<file path="src/rtl/conv2d_pkg.sv">
// conv2d_pkg: shared constants, FSM encoding and window tap mapping.
// Used by conv_window_gen and its stream interface.
package conv2d_pkg;

   localparam int KERNEL_SIZE = 3;
   localparam int WIN_TAPS    = KERNEL_SIZE * KERNEL_SIZE;

   typedef enum logic [1:0] {
      ST_IDLE  = 2'd0,
      ST_RUN   = 2'd1,
      ST_FLUSH = 2'd2,
      ST_DONE  = 2'd3
   } state_t;

   // tap i = 3*dy + dx; w[0] top-left, w[4] centre
   function automatic int tap_idx(input int dy, input int dx);
      return KERNEL_SIZE * dy + dx;
   endfunction

endpackage

</file>
<file path="src/rtl/conv_window_gen_if.sv">
// conv_window_gen_if: valid/ready window stream to the MAC array.
// master drives valid/win/row/col/last, slave drives ready.
interface conv_window_gen_if
   import conv2d_pkg::*;
#(
   parameter int DATA_WIDTH = 32,
   parameter int IMG_W      = 16,
   parameter int IMG_H      = 16
);
   localparam int RW = $clog2(IMG_H);
   localparam int CW = $clog2(IMG_W);

   logic                           out_valid;
   logic                           out_ready;
   logic [WIN_TAPS*DATA_WIDTH-1:0] out_win;
   logic [RW-1:0]                  out_row;
   logic [CW-1:0]                  out_col;
   logic                           out_last;

   modport master (
      output out_valid, out_win, out_row, out_col, out_last,
      input  out_ready
   );

   modport slave (
      input  out_valid, out_win, out_row, out_col, out_last,
      output out_ready
   );

endinterface

</file>
<file path="src/rtl/conv_line_buffer.sv">
// conv_line_buffer: DEPTH-deep shift delay line with shift enable.
// Ports: clk, rst_n, en (shift), din, dout (sample shifted in DEPTH steps ago).
module conv_line_buffer #(
   parameter int DATA_WIDTH = 32,
   parameter int DEPTH      = 16
) (
   input  logic                  clk,
   input  logic                  rst_n,
   input  logic                  en,
   input  logic [DATA_WIDTH-1:0] din,
   output logic [DATA_WIDTH-1:0] dout
);

   logic [DATA_WIDTH-1:0] taps_q [DEPTH];

   always_ff @(posedge clk or negedge rst_n) begin
      if (!rst_n) begin
         for (int i = 0; i < DEPTH; i++) taps_q[i] <= '0;
      end else if (en) begin
         taps_q[0] <= din;
         for (int i = 1; i < DEPTH; i++) taps_q[i] <= taps_q[i-1];
      end
   end

   assign dout = taps_q[DEPTH-1];

endmodule

</file>
<file path="src/rtl/conv_window_gen.sv">
// conv_window_gen: streams a frame from BRAM, emits 3x3 same-padded windows.
// Ports: clk, rst_n, start/base_addr/busy/done, rd_en/rd_addr/rd_data, win stream.
module conv_window_gen
   import conv2d_pkg::*;
#(
   parameter int DATA_WIDTH = 32,
   parameter int IMG_W      = 16,
   parameter int IMG_H      = 16,
   parameter int ADDR_WIDTH = 10
) (
   input  logic                  clk,
   input  logic                  rst_n,
   input  logic                  start,
   input  logic [ADDR_WIDTH-1:0] base_addr,
   output logic                  busy,
   output logic                  done,
   output logic                  rd_en,
   output logic [ADDR_WIDTH-1:0] rd_addr,
   input  logic [DATA_WIDTH-1:0] rd_data,
   conv_window_gen_if.master     win
);

   localparam int DW    = DATA_WIDTH;
   localparam int NPIX  = IMG_W * IMG_H;
   localparam int NSTEP = NPIX + IMG_W + 1;
   localparam int KW    = $clog2(NSTEP + 1);
   localparam int IW    = $clog2(NPIX + 1);
   localparam int RW    = $clog2(IMG_H);
   localparam int CW    = $clog2(IMG_W);

   state_t state_q, state_d;

   logic [ADDR_WIDTH-1:0] base_q;
   logic [IW-1:0]         idx_q;
   logic [KW-1:0]         k_q;
   logic                  pend_q;
   logic [RW-1:0]         r_q;
   logic [CW-1:0]         c_q;

   logic [DW-1:0] raw_q [WIN_TAPS];
   logic [DW-1:0] raw_d [WIN_TAPS];
   logic [DW-1:0] col   [KERNEL_SIZE];

   logic                    valid_q;
   logic [WIN_TAPS*DW-1:0]  win_q, win_d;
   logic [RW-1:0]           row_q;
   logic [CW-1:0]           col_q;
   logic                    last_q;

   logic          advance, in_frame, step, emit, active;
   logic          r_top, r_bot, c_lft, c_rgt;
   logic [DW-1:0] sample, lb1_out, lb0_out;

   assign active   = (state_q == ST_RUN) || (state_q == ST_FLUSH);
   assign advance  = !valid_q || win.out_ready;
   assign in_frame = k_q < KW'(NPIX);
   // frame steps need their read returned; flush steps run free
   assign step     = advance && active &&
                     (in_frame ? pend_q : (k_q < KW'(NSTEP)));
   assign emit     = step && (k_q >= KW'(IMG_W + 1));
   assign sample   = in_frame ? rd_data : '0;

   assign rd_en   = advance && (state_q == ST_RUN) &&
                    (idx_q < IW'(NPIX));
   assign rd_addr = base_q + ADDR_WIDTH'(idx_q);

   assign busy = active;
   assign done = (state_q == ST_DONE);

   assign win.out_valid = valid_q;
   assign win.out_win   = win_q;
   assign win.out_row   = row_q;
   assign win.out_col   = col_q;
   assign win.out_last  = last_q;

   // lb1 holds row r+1 tail, lb0 row r
   conv_line_buffer #(.DATA_WIDTH(DW), .DEPTH(IMG_W)) u_lb1 (
      .clk  (clk),
      .rst_n(rst_n),
      .en   (step),
      .din  (sample),
      .dout (lb1_out)
   );

   conv_line_buffer #(.DATA_WIDTH(DW), .DEPTH(IMG_W)) u_lb0 (
      .clk  (clk),
      .rst_n(rst_n),
      .en   (step),
      .din  (lb1_out),
      .dout (lb0_out)
   );

   assign r_top = (r_q == '0);
   assign r_bot = (r_q == RW'(IMG_H - 1));
   assign c_lft = (c_q == '0);
   assign c_rgt = (c_q == CW'(IMG_W - 1));

   always_comb begin
      col[0] = lb0_out;
      col[1] = lb1_out;
      col[2] = sample;
      for (int dy = 0; dy < KERNEL_SIZE; dy++) begin
         for (int dx = 0; dx < KERNEL_SIZE; dx++) begin
            if (dx < KERNEL_SIZE - 1)
               raw_d[tap_idx(dy, dx)] = raw_q[tap_idx(dy, dx + 1)];
            else
               raw_d[tap_idx(dy, dx)] = col[dy];
         end
      end
   end

   // padding masks also strip row-wrap samples from the delay lines
   always_comb begin
      win_d = '0;
      for (int dy = 0; dy < KERNEL_SIZE; dy++) begin
         for (int dx = 0; dx < KERNEL_SIZE; dx++) begin
            if (!((r_top && dy == 0) || (r_bot && dy == 2) ||
                  (c_lft && dx == 0) || (c_rgt && dx == 2)))
               win_d[tap_idx(dy, dx)*DW +: DW] = raw_d[tap_idx(dy, dx)];
         end
      end
   end

   always_comb begin
      state_d = state_q;
      unique case (state_q)
         ST_IDLE:  if (start) state_d = ST_RUN;
         ST_RUN:   if (rd_en && idx_q == IW'(NPIX - 1)) state_d = ST_FLUSH;
         ST_FLUSH: if (valid_q && win.out_ready && last_q) state_d = ST_DONE;
         ST_DONE:  state_d = ST_IDLE;
         default:  state_d = ST_IDLE;
      endcase
   end

   always_ff @(posedge clk or negedge rst_n) begin
      if (!rst_n) state_q <= ST_IDLE;
      else        state_q <= state_d;
   end

   always_ff @(posedge clk or negedge rst_n) begin
      if (!rst_n) begin
         base_q <= '0;
         idx_q  <= '0;
         k_q    <= '0;
         pend_q <= 1'b0;
         r_q    <= '0;
         c_q    <= '0;
      end else if (state_q == ST_IDLE && start) begin
         base_q <= base_addr;
         idx_q  <= '0;
         k_q    <= '0;
         pend_q <= 1'b0;
         r_q    <= '0;
         c_q    <= '0;
      end else begin
         if (rd_en) idx_q <= idx_q + 1'b1;
         if (rd_en)     pend_q <= 1'b1;
         else if (step) pend_q <= 1'b0;
         if (step) k_q <= k_q + 1'b1;
         if (emit) begin
            if (c_rgt) begin
               c_q <= '0;
               r_q <= r_q + 1'b1;
            end else begin
               c_q <= c_q + 1'b1;
            end
         end
      end
   end

   always_ff @(posedge clk or negedge rst_n) begin
      if (!rst_n) begin
         for (int i = 0; i < WIN_TAPS; i++) raw_q[i] <= '0;
      end else if (step) begin
         for (int i = 0; i < WIN_TAPS; i++) raw_q[i] <= raw_d[i];
      end
   end

   always_ff @(posedge clk or negedge rst_n) begin
      if (!rst_n) begin
         valid_q <= 1'b0;
         win_q   <= '0;
         row_q   <= '0;
         col_q   <= '0;
         last_q  <= 1'b0;
      end else if (emit) begin
         valid_q <= 1'b1;
         win_q   <= win_d;
         row_q   <= r_q;
         col_q   <= c_q;
         last_q  <= r_bot && c_rgt;
      end else if (win.out_ready) begin
         valid_q <= 1'b0;
      end
   end

endmodule

</file>
<file path="src/flat_wrapper.sv">
// flat-port wrapper written by rule: the top's interface ports become plain ports
module conv_window_gen_flat import conv2d_pkg::*;
#(
   parameter int DATA_WIDTH = 32,
   parameter int IMG_W      = 16,
   parameter int IMG_H      = 16,
   parameter int ADDR_WIDTH = 10
)
  (clk, rst_n, start, base_addr, busy, done, rd_en, rd_addr, rd_data, win_out_valid, win_out_win, win_out_row, win_out_col, win_out_last, win_out_ready);
  conv_window_gen_if #(.DATA_WIDTH(DATA_WIDTH), .IMG_W(IMG_W), .IMG_H(IMG_H)) win_i ();
  input  logic clk;
  input  logic rst_n;
  input  logic start;
  input  logic [ADDR_WIDTH-1:0] base_addr;
  output logic busy;
  output logic done;
  output logic rd_en;
  output logic [ADDR_WIDTH-1:0] rd_addr;
  input  logic [DATA_WIDTH-1:0] rd_data;
  output wire logic [$bits(win_i.out_valid)-1:0] win_out_valid;
  output wire logic [$bits(win_i.out_win)-1:0] win_out_win;
  output wire logic [$bits(win_i.out_row)-1:0] win_out_row;
  output wire logic [$bits(win_i.out_col)-1:0] win_out_col;
  output wire logic [$bits(win_i.out_last)-1:0] win_out_last;
  input wire logic [$bits(win_i.out_ready)-1:0] win_out_ready;
  assign win_out_valid = win_i.out_valid;
  assign win_out_win = win_i.out_win;
  assign win_out_row = win_i.out_row;
  assign win_out_col = win_i.out_col;
  assign win_out_last = win_i.out_last;
  assign win_i.out_ready = win_out_ready;
  conv_window_gen #(.DATA_WIDTH(DATA_WIDTH), .IMG_W(IMG_W), .IMG_H(IMG_H), .ADDR_WIDTH(ADDR_WIDTH)) u_core (.clk(clk), .rst_n(rst_n), .start(start), .base_addr(base_addr), .busy(busy), .done(done), .rd_en(rd_en), .rd_addr(rd_addr), .rd_data(rd_data), .win(win_i));
endmodule
</file>
<file path="config.mk">
export PLATFORM = sky130hd
export DESIGN_NAME = conv_window_gen_flat
export DESIGN_NICKNAME = d
export VERILOG_FILES = /design/src/rtl/conv2d_pkg.sv /design/src/rtl/conv_window_gen_if.sv /design/src/rtl/conv_line_buffer.sv /design/src/rtl/conv_window_gen.sv /design/src/flat_wrapper.sv
export SDC_FILE = /design/constraint.sdc
export NUM_CORES = 2
export LEC_CHECK = 0
export CORE_MARGIN = 1
export CORE_UTILIZATION = 60
export DETAILED_ROUTE_END_ITERATION = 12
export GPL_TIMING_DRIVEN = 1
export HOLD_SLACK_MARGIN = 0.1
export PLACE_DENSITY_LB_ADDON = 0.05
export SETUP_SLACK_MARGIN = 0.4
export SLEW_MARGIN = 15
export SYNTH_ARGS = -nofsm -noshare
export SYNTH_HDL_FRONTEND = slang
export SYNTH_HIERARCHICAL = 1
export SYNTH_SLANG_ARGS = --single-unit
</file>
<file path="constraint.sdc">
create_clock -name clk -period 5.6 [get_ports clk]
set_input_delay 1.4 -clock clk [delete_from_list [all_inputs] [get_ports clk]]
set_output_delay 1.4 -clock clk [all_outputs]
set_load 0.05 [all_outputs]
</file>
# After elaboration in Yosys (flattened, before gate mapping)
# Index checks and enable logic that the tools add are counted.
[totals]
ram_bits = 0
latchBits = 0
wordCells = 121
reg_bits = 1425
out_inout_bits = 311
mem_bits_ro = 0
input_bits = 46
mem_count = 0
[op_classes]
order_cmp = 4
n_addsub = 5
mux = 29
multipliers = 0
div_mod_pow = 0
n_reduce_logical = 28
bitwise = 0
n_shift = 0
eq_ne = 9
[ops]
columns = ["op", "n"]
rows = [
  ["$mux W32", 9],
  ["$mux W9", 4],
  ["$lt A9 B9 Y1 const B", 3],
  ["$mux W4", 6],
  ["$add A9 B1 Y9 const B", 2],
  ["$add A10 B9 Y10", 1],
  ["$logic_and A1 B1 Y1", 10],
  ["$reduce_bool A2 Y1", 5],
  ["$eq A9 B8 Y1 const B", 1],
  ["$ge A9 B5 Y1 const B", 1],
  ["$add A4 B1 Y4 const B", 2],
  ["$eq A4 B4 Y1 const B", 2],
  ["$logic_not A4 Y1", 2],
  ["$pmux W2 S4", 1],
  ["$logic_or A1 B1 Y1", 6],
  ["$mux W1", 6],
  ["$mux W2", 3],
  ["$ne A2 B2 Y1 const B", 3],
  ["$eq A2 B2 Y1 const B", 2],
  ["$reduce_and A3 Y1", 1],
  ["$reduce_bool A3 Y1", 1],
  ["$eq A2 B1 Y1 const B", 1],
  ["$logic_not A2 Y1", 1],
  ["$reduce_and A2 Y1", 1],
  ["$logic_not A1 Y1", 1],
]

# Depth between registers and ports, before layout
[depth]
depth_word = 7
depth_mapped = 12
depth_no_buf = 8

# By module
# Netlist, hierarchy kept.
[modules_own_cells]
columns = ["mod", "instances", "cells_each", "seq_area_each_um2", "area_each_um2"]
rows = [
  ["conv_line_buffer", 2, 1113, 12812.3, 19461.2],
  ["conv_window_gen", 1, 2157, 13237.7, 20902.5],
]

# Worst setup path before layout
# Ideal clock, no wire load.
[synth_path]
path_type = "in2out"
start = "input port win_out_ready"
end = "output port rd_en"
cell_stages = 2
n_path_buf = 0
t_arrival_ns = 2.299
setup_slack_ns = 1.901
cell_sequence = "nor2b_1 > nor3_2"
[synth_between]
elab_chain_cells = 3
[synth_rtl]
columns = ["item", "line", "rtl"]
rows = [
  ["start: declaration", "flat_wrapper.sv:25", "input wire logic [$bits(win_i.out_ready)-1:0] win_out_ready;"],
  ["$logic_or A1 B1 Y1", "conv_window_gen.sv:55", "assign advance = !valid_q || win.out_ready;"],
  ["$logic_and A1 B1 Y1 (2 in series)", "conv_window_gen.sv:63", "assign rd_en = advance && (state_q == ST_RUN) &&"],
  ["end: declaration", "flat_wrapper.sv:17", "output logic rd_en;"],
]
# No other way between the ends.

# Final worst setup path
[layout_path]
start = "register u_core.idx_q[0]"
end = "output port rd_addr[6]"
[layout_between]
elab_chain_cells = 1
[layout_rtl]
columns = ["item", "line", "rtl"]
rows = [
  ["start: declaration", "conv_window_gen.sv:34", "logic [IW-1:0] idx_q;"],
  ["start signal: assignment", "conv_window_gen.sv:156", "if (rd_en) idx_q <= idx_q + 1'b1;"],
  ["$add A10 B9 Y10", "conv_window_gen.sv:65", "assign rd_addr = base_q + ADDR_WIDTH'(idx_q);"],
  ["end: declaration", "flat_wrapper.sv:18", "output logic [ADDR_WIDTH-1:0] rd_addr;"],
]
# No other way between the ends.

==> qor.yml <==
timing:
  holdWs_ns: 0.4610
  setup_viol: 0
  min_period_ns: 4.853
  slew_headroom: 0.3079
  rsz0062_at_grt: "false"
  slew_viol_final: 0
  fin_skew_ns: 0.02352
  hold_violations: 0
  tightestPinTransition_ns: 1.038
  final.setup.tns_ns: 0
  fmax_mhz: 206.0
  timing.final.crit_share: 0.8667
power_and_ir_drop:
  power_frac_clock: 0.304
  p_leak_uw: 0.03474
  seqPwrFrac: 0.430
  power.switching_uw: 10090
  vdd_drop_max_v: 0.0005737
  power_density_nw_per_um2: 486.2
  p_int_uw: 23410
  p_comb_frac: 0.265
  switching_share: 0.3012
layout:
  layout_common_cells: "1553 x dfrtp_1, 1025 x mux2_2, 968 x nand2_1"
  finalNetCount: 4729
  area_growth_pct: 15.15
  mostFrequentLayoutCell: "dfrtp_1"
  multi_input_area_um2: 18520
  drive_gt1_frac: 0.2839
  nFillCells: 6882
  seq_area_um2: 38860
  fin_util: 0.6989
clock_tree:
  cts-resized-gates: 0
  clk_path_buf_depth: 3
  clock_latency_ns: 0.74
  cts_buffers: 156
  cts_tree: "built"
  htreeDepth: 4
  clk_pin_slew_ns: 0.06
  postCtsHoldBufs: 0
  post_cts_buffers: 0
  cts_root_buffer: "clkbuf_16"
  cts_num_sinks: 1553
outcome:
  outcome: "completed"
worst_setup_path:
  cp_slowest_stage_delay_ns: 0.82
  slowest_stage: "clkdlybuf4s50_1"
  crit_type: "reg -> out"
  cp-end-kind: "primary output"
  crit_required_ns: 4.20
  cpMostUsedCell: "nor2_1"
  cp_max_fo: 4
  critPathTopFamily: "buffers and inverters"
  start_kind: "register"
  cp_num_buf_inv: 1
  path_cells: "ha_1, fa_1, a211oi_1, nor2_1, o21a_1, nor2_1, xnor2_1, clkdlybuf4s50_1"
  crit_arrival_ns: 3.45
floorplan:
  num_rows: 115
  core-area_um2: 98560
  start_util: 0.6070
  chipHeight_um: 317.8
  die_area_um2: 101000
  ioPinCount: 357
  die_w_um: 317.8
global_route:
  first_global_vias: 34010
  grt_use_total: 0.2494
  antenna_found_initial: 5
  grt_pass1_wl_um: 198200
  overflow: 0
  grt_max_degree: 194
logic_synthesis:
  netlist_area_um2: 59820
  syn_avg_cell_area_um2: 13.65
  synth_nets: 4452
  synth-edff-count: 0
  async_reset_ff_frac: 1.000
  synth_cells: 4383
  post_synth_num_cell_types: 47
  yosysWarnings: 6
  synth_seq_cells: 1553
  ys_seq_area_frac: 0.6496
  synthFlopType: "dfrtp_1"
place:
  dp_hpwl_um: 78170
  routabilityCongestion: 0.8761
  io_buffers: 356
flow_run:
  cap_violations: 0
routing:
  wl_um: 121700
  drc_errors: 0
  post_drt_via_cell_ratio: 5.540
  ant_nets: 0
  vias: 33600
  drtIter0Drc: 2588
  wl_per_cell_um: 20.06
  dr.pass1.iters: 5
worst_hold_path:
  min_path_type: "reg -> reg"
==> routing by layer <==
metal,vias up,wire length (µm),global-route usage
met4,0,3370,0.07994
met3,206,6612,0.04394
met1,17220,57310,0.3799
met2,832,54370,0.3671
li1,15340,-,-
met5,-,0,0
==> synth_stat cells, types with 16 or more instances <==
master    number  share of area
dfrtp_1     1553           0.65
mux2_2      1025           0.19
inv_1         26         0.0016
buf_2         52         0.0044
nor2b_1       19         0.0020
buf_4         65         0.0082
nor2_1        33         0.0021
nand2b_1      16         0.0017
clkbuf_1      68         0.0043
a22o_1       113          0.017
ha_1          22         0.0046
buf_6         98          0.018
clkbuf_8      16         0.0037
nand2_1      970          0.061
nand3_1      174          0.015
==> final cells by class <==
type	count	area share
inverters	27	0.001580
flip-flops and latches	1553	0.5641
diodes	1	0.00003633
multi-input cells	2489	0.2688
clock inverters	46	0.006593
well taps	1287	0.02338
clock buffers	229	0.06697
repair buffers	433	0.06855
==> cell families (layout without fill, tap and decap cells) <==
group,count (synthesis),after routing,share of synthesized area
flops,1553,1553,0.6496
simple gates,1246,1246,0.08500
mux,1027,1027,0.1933
buf+inv,341,735,0.04154
compound gates,174,174,0.02288
fa+ha+maj,23,23,0.004936
xor+xnor,19,19,0.002782
other cells,0,1,0
==> registers in the layout, indices dropped and copies added, names as in the netlist <==
name and flops:
u_core/win.out_valid 1, u_core/win.out_last 1, u_core/u_lb0/dout 32, u_core/raw_d 192, u_core/c_q 4, u_core/idx_q 9
u_core/k_q 9, u_core/pend_q 1, u_core/u_lb1/taps_q 480, u_core/r_q 4, u_core/state_q 2, u_core/base_q 10
u_core/win.out_row 4, u_core/u_lb0/taps_q 480, u_core/win.out_win 288, u_core/u_lb1/dout 32, u_core/win.out_col 4
==> stage by stage <==
stage | std cells | worst slack, ns | area [µm²] | power [µW]
3_5_place_dp | 5789 | 1.078 | 63820 | 23560
3_3_place_gp | 5789 | 1.072 | 63820 | 23370
6_report | 6065 | 0.7467 | 68890 | 33500
2_1_floorplan | 4383 | 1.901 | 59820 | 21520
4_1_cts | 6064 | 0.6966 | 68880 | 33870
5_1_grt | 6064 | 0.5858 | 68890 | 35100
==> worst reg2reg max path: stages (launching register included) <==
cell and delay [ns]:
dfrtp_1 0.40, inv_1 0.10, ha_1 0.34, o21ai_0 0.15
nor2_4 0.44, nand2_4 0.16, inv_8 0.42, buf_12 0.34
buf_12 0.26, mux2_2 0.38
==> final timing paths <==
| kind | start | endpoint | slack [ns] | depth (start not counted) |
|---|---|---|---|---|
| max in group asynchronous | rst_n | u_core/u_lb0/taps_q[92] | 3.52 | 2 |
| max reg2reg | u_core/state_q[1] | u_core/u_lb0/taps_q[501] | 2.51 | 9 |
| min reg2reg | u_core/win.out_win[195] | u_core/win.out_win[195] | 0.46 | 2 |
| min | u_core/win.out_win[195] | u_core/win.out_win[195] | 0.46 | 2 |
| max | u_core/idx_q[0] | rd_addr[6] | 0.75 | 8 |
| min in group asynchronous | rst_n | u_core/base_q[6] | 0.61 | 1 |
==> power by group through the flow <==
| stage | logic [µW] | clock network, µW | registers, µW |
|---|---|---|---|
| floorplan | 6510 | 0 | 15000 |
| global placement | 8820 | 0 | 14500 |
| detailed placement | 8950 | 0 | 14600 |
| CTS | 9000 | 10400 | 14400 |
| global route | 9550 | 10900 | 14700 |
| finish | 8890 | 10200 | 14400 |
Note: power is estimated with default switching activity, not from simulation.
